$ cat src/rtl/add_normalize_pack.sv
// Purpose: normalize, round (nearest-even) and pack an add/sub magnitude into IEEE-754 single.
// Latency: 1 cycle for zero/inf inputs, 3+L cycles otherwise (L = left shifts, up to 25).
// Backpressure: one operand set in flight; result held in DONE until ready_in, ready_out only in IDLE.
module add_normalize_pack (
    input  logic        CLK,
    input  logic        RST,
    input  logic        valid_in,
    output logic        ready_out,
    input  logic        sign_in,
    input  logic [7:0]  exp_in,
    input  logic [26:0] frac_in,
    output logic        valid_out,
    input  logic        ready_in,
    output logic [31:0] result_out,
    output logic        overflow_out,
    output logic        underflow_out,
    output logic        inexact_out
);

    typedef enum logic [1:0] {
        IDLE  = 2'd0,
        NORM  = 2'd1,
        ROUND = 2'd2,
        DONE  = 2'd3
    } state_t;

    state_t      state_q, state_d;
    logic        sign_q, sign_d;
    logic [7:0]  exp_q, exp_d;
    logic [26:0] frac_q, frac_d;
    logic [31:0] result_q, result_d;
    logic        ovf_q, ovf_d;
    logic        unf_q, unf_d;
    logic        inx_q, inx_d;

    // Rounding datapath: 24-bit mantissa (hidden one included) plus the RNE increment.
    logic        round_up;
    logic [24:0] mant_sum;
    logic [8:0]  exp_rnd;
    logic [22:0] mant_rnd;

    // Round-to-nearest-even; a carry out of the hidden bit renormalizes to 1.0 and bumps exp.
    always_comb begin
        round_up = frac_q[1] & (frac_q[0] | frac_q[2]);
        mant_sum = {1'b0, frac_q[25:2]} + {24'h0, round_up};
        exp_rnd  = {1'b0, exp_q} + {8'h0, mant_sum[24]};
        mant_rnd = mant_sum[24] ? 23'h0 : mant_sum[22:0];
    end

    // Next-state and datapath control; everything holds unless a state says otherwise.
    always_comb begin
        state_d  = state_q;
        sign_d   = sign_q;
        exp_d    = exp_q;
        frac_d   = frac_q;
        result_d = result_q;
        ovf_d    = ovf_q;
        unf_d    = unf_q;
        inx_d    = inx_q;

        case (state_q)
            IDLE: begin
                if (valid_in) begin
                    sign_d = sign_in;
                    exp_d  = exp_in;
                    frac_d = frac_in;
                    ovf_d  = 1'b0;
                    unf_d  = 1'b0;
                    inx_d  = 1'b0;
                    if (frac_in == 27'h0) begin
                        result_d = {sign_in, 31'h0};
                        state_d  = DONE;
                    end else if (exp_in == 8'hFF) begin
                        result_d = {sign_in, 8'hFF, 23'h0};
                        ovf_d    = 1'b1;
                        state_d  = DONE;
                    end else begin
                        state_d = NORM;
                    end
                end
            end

            NORM: begin
                if (frac_q[26]) begin
                    // Carry out of the adder: shift right, folding the dropped bit into sticky.
                    frac_d  = {1'b0, frac_q[26:2], frac_q[1] | frac_q[0]};
                    exp_d   = exp_q + 8'd1;
                    state_d = ROUND;
                end else if (frac_q[25]) begin
                    state_d = ROUND;
                end else if (exp_q <= 8'd1) begin
                    // Another left shift would reach the denormal range: flush to zero.
                    result_d = {sign_q, 31'h0};
                    ovf_d    = 1'b0;
                    unf_d    = 1'b1;
                    inx_d    = 1'b0;
                    state_d  = DONE;
                end else begin
                    frac_d = {frac_q[25:0], 1'b0};
                    exp_d  = exp_q - 8'd1;
                end
            end

            ROUND: begin
                unf_d = 1'b0;
                if (exp_rnd >= 9'd255) begin
                    result_d = {sign_q, 8'hFF, 23'h0};
                    ovf_d    = 1'b1;
                    inx_d    = 1'b1;
                end else begin
                    result_d = {sign_q, exp_rnd[7:0], mant_rnd};
                    ovf_d    = 1'b0;
                    inx_d    = frac_q[1] | frac_q[0];
                end
                state_d = DONE;
            end

            DONE: begin
                if (ready_in) begin
                    state_d = IDLE;
                end
            end

            default: state_d = IDLE;
        endcase
    end

    // State and datapath registers; reset discards any in-flight operand set.
    always_ff @(posedge CLK or posedge RST) begin
        if (RST) begin
            state_q  <= IDLE;
            sign_q   <= 1'b0;
            exp_q    <= 8'h0;
            frac_q   <= 27'h0;
            result_q <= 32'h0;
            ovf_q    <= 1'b0;
            unf_q    <= 1'b0;
            inx_q    <= 1'b0;
        end else begin
            state_q  <= state_d;
            sign_q   <= sign_d;
            exp_q    <= exp_d;
            frac_q   <= frac_d;
            result_q <= result_d;
            ovf_q    <= ovf_d;
            unf_q    <= unf_d;
            inx_q    <= inx_d;
        end
    end

    // Outputs come straight from registered state.
    always_comb begin
        ready_out     = (state_q == IDLE);
        valid_out     = (state_q == DONE);
        result_out    = result_q;
        overflow_out  = ovf_q;
        underflow_out = unf_q;
        inexact_out   = inx_q;
    end

endmodule

$ cat config.mk
export PLATFORM = sky130hd
export DESIGN_NAME = add_normalize_pack
export DESIGN_NICKNAME = d
export VERILOG_FILES = /design/src/rtl/add_normalize_pack.sv
export SDC_FILE = /design/constraint.sdc
export NUM_CORES = 1
export LEC_CHECK = 0
export BUFFER_PORTS_ARGS = -buffer_cell sky130_fd_sc_hd__buf_2
export CAP_MARGIN = 20
export CORE_AREA = 4 4 86 120
export CTS_BUF_LIST = sky130_fd_sc_hd__clkbuf_2 sky130_fd_sc_hd__clkbuf_4 sky130_fd_sc_hd__clkbuf_8
export DETAILED_ROUTE_END_ITERATION = 8
export DIE_AREA = 0 0 90 124
export MAX_ROUTING_LAYER = met4
export PLACE_DENSITY_LB_ADDON = 0.25
export SKIP_LAST_GASP = 1
export SYNTH_ARGS = -nofsm -noshare
export SYNTH_HDL_FRONTEND = slang
export SYNTH_SLANG_ARGS = --single-unit
$ cat constraint.sdc
create_clock -name CLK -period 3.8 [get_ports CLK]
set_input_delay 0.76 -clock CLK [delete_from_list [all_inputs] [get_ports CLK]]
set_output_delay 0.76 -clock CLK [all_outputs]
set_load 0.02 [all_outputs]
==> out/metrics.cfg <==
[clock_network]
post-cts-setup-buffer-count=0
cts_tree=done
cts_root_buf=clkbuf_8
clock_sinks=73
postCtsResizedCells=0
clk_pin_slew_worst_paths_ps=80
clockBufferDepth=2
h-tree-depth=3
numCtsBuffers=9
hold_buffers=0
clock_latency_ps=360

[final_layout]
areaGrowthSynthToFinish_pct=10.7
final_cells=687
final_nets=623
antennaDiodeCount=0
final-seq-area_um2=1830
multi_input_area_um2=2660
drive_gt1_share_pct=25.1
num-fill-cells=841

[global_route]
overflow=0
grt_pass1_vias=4316
grt_pass1_wl_um=22000
antenna_found_initial=0
grt_usage_pct=25.5
grt_start_max_net_pins=53

[timing]
setup_violations=0
fin_crit_ps=3370
clock_skew_ps=7.68
finalHoldViolCount=0
timing.final.crit_share_pct=88.6
fin_tns_setup_ps=0
fmax_ghz=0.297
slew_headroom_pct=43.9
maxSlewViolCount=0
rsz0062_at_grt=no
tightest_slew_ps=838

[power_and_ir_drop]
powerDensity_nw_per_um2=872
vdd_drop_max_v=0.000333
p_leak_nw=2.37

[yosys]
synth-main-ff-cell=dfrtp_1
seq_area_frac_synth_pct=38.2
netlist-cell-type-count=66
synthTopCellsByCount=73 x dfrtp_1, 61 x o21ai_0, 46 x nand2_1, 31 x and3_1, 30 x clkbuf_1
yosysWarnings=0
syn_area_um2=4790
synthMostInstantiatedCell=dfrtp_1
synthCells=523
synthArstFlopShare_pct=100
syn-num-nets=573
synth_enable_flop_cells=0
yosysTopAreaCell=dfrtp_1
ys_ff_latch=73
syn_area_per_cell_um2=9.15
synth_top_cells_by_area=dfrtp_1 38%, o21ai_0 6.4%, o31ai_2 4.7%
netlist.area_leader.share_pct=38.2

[critical_path]
required_ps=4030
critPathKind=flop to flop
reg2reg_from=frac_q[1]
cpPeakStageDelay_ps=490
worstSetupEndpointType=flop
worstPathArrival_ps=3600
rr_endpoint=result_out[19]
slowest_stage=a2111o_1
startpoint_type=flop
path_common_cell=ha_1
rrSetupSlack_ps=430
cp_max_fo=21
path_cells=and2_1, ha_1, nand3_1, nor3_1, and3_1, ha_1, nand3b_1, a2111o_1, o21ai_2, or3_4, o31ai_1
crit_family=simple AND/OR/NAND/NOR gates
worst-path-buf-inv=0
worst_r2r_path_depth=11

[detailed_routing]
via_per_inst=6.46
ant_nets=0
drc=0
vias=4440
detail_route.wl_per_cell_um=19.8
postRouteWirelength_um=13600
dr.pass1.iters=5
first_iter_violations=335

[hold_path]
hp-class=flop to flop
worstHoldEndpoint=overflow_out
min_from=overflow_out
whs_path_depth=2

[flow_run]
cap_violations=0

[place]
io_buffers=76
placedCellCount=672
post-dp-hpwl_um=9770
gp_congestion=0.910

[floorplanning]
die_y_um=124
die_width_um=90
floorplan.initialDensity_pct=51.5
die_area_um2=11200
fp-row-count=42
ioPinCount=77
core-area_um2=9300

[outcome]
status=complete, no violations

[logic make-up (layout without fill, tap and decap cells)]
| family | Yosys count | count (layout) | synth area share (%) |
|---|---|---|---|
| buf+inv | 60 | 114 | 6.43 |
| compound gates | 173 | 173 | 26.7 |
| simple gates | 174 | 174 | 19.7 |
| mux | 7 | 7 | 1.57 |
| flops | 73 | 73 | 38.2 |
| xor+xnor | 26 | 26 | 4.76 |
| fa+ha+maj | 10 | 10 | 2.61 |
[layout by cell type (no fill, tap or decap), types with 4 or more instances in the layout]
master	count
a21oi_1	17
a221oi_1	24
a2bb2oi_1	6
a31oi_1	4
and3_1	31
buf_2	76
buf_4	10
clkbuf_8	10
dfrtp_1	73
ha_1	10
inv_1	12
mux2_2	4
nand2_1	46
nand3_1	17
nand4_1	13
nor2_1	17
nor2b_1	4
nor3_1	11
nor4_1	11
o2111ai_1	5
o21ai_0	61
o22ai_1	6
o31ai_2	18
or2_2	5
xnor2_1	14
xor2_1	12
[per-layer routing]
layer	vias to the layer above	GRT usage, %	routed length [µm]
li1	2069	-	-
met1	2134	29.0	5140
met2	199	44.2	7020
met3	38	5.14	904
met4	0	11.1	519
met5	-	-	0
[flip-flops by register name, summed over array words and instances, names as in the netlist]
register,count
overflow_out,1
sign_q,1
exp_q,8
result_out,32
state_q,2
inexact_out,1
frac_q,27
underflow_out,1
[worst min-delay path: stages (launching register included)]
cell and delay, ps:
dfrtp_1 350, nand2_1 50, o21ai_1 60
[worst max path at each step]
stage | from | to | slack, ps | depth (start not counted)
after floorplan | frac_q[1] | result_out[6] | 970 | 12
after global placement | frac_q[1] | result_out[21] | 680 | 11
after detailed placement | frac_q[1] | result_out[19] | 500 | 11
after global routing | frac_q[1] | result_out[21] | 180 | 11
final | frac_q[1] | result_out[19] | 430 | 11
after CTS | frac_q[1] | result_out[19] | 480 | 11
[where the power goes]
group / internal (mW) / switching, mW / total (mW)
logic: 0.865 / 1.61 / 2.47
registers: 1.11 / 0.482 / 1.59
clock network: 0.250 / 0.308 / 0.558
[final cells by class]
type	instances	area share [%]
Clock buffer	10	2.60
Timing Repair Buffer	86	8.60
Clock inverter	5	0.590
Tap cell	110	2.60
Multi-Input combinational cell	390	50.2
Inverter	13	0.921
Sequential cell	73	34.5
[metrics by stage]
stage	util, %	area [µm²]	worst slack [ps]	total power, mW	hold slack [ps]
after CTS	57.0	5300	480	4.61	497
after global placement	55.1	5130	679	3.97	465
after detailed placement	55.1	5130	505	4.06	479
after global routing	57.0	5300	182	4.98	525
final	57.0	5300	435	4.62	490
after floorplan	-	4790	973	3.45	450
No activity file was read; power rests on OpenSTA's default activity.
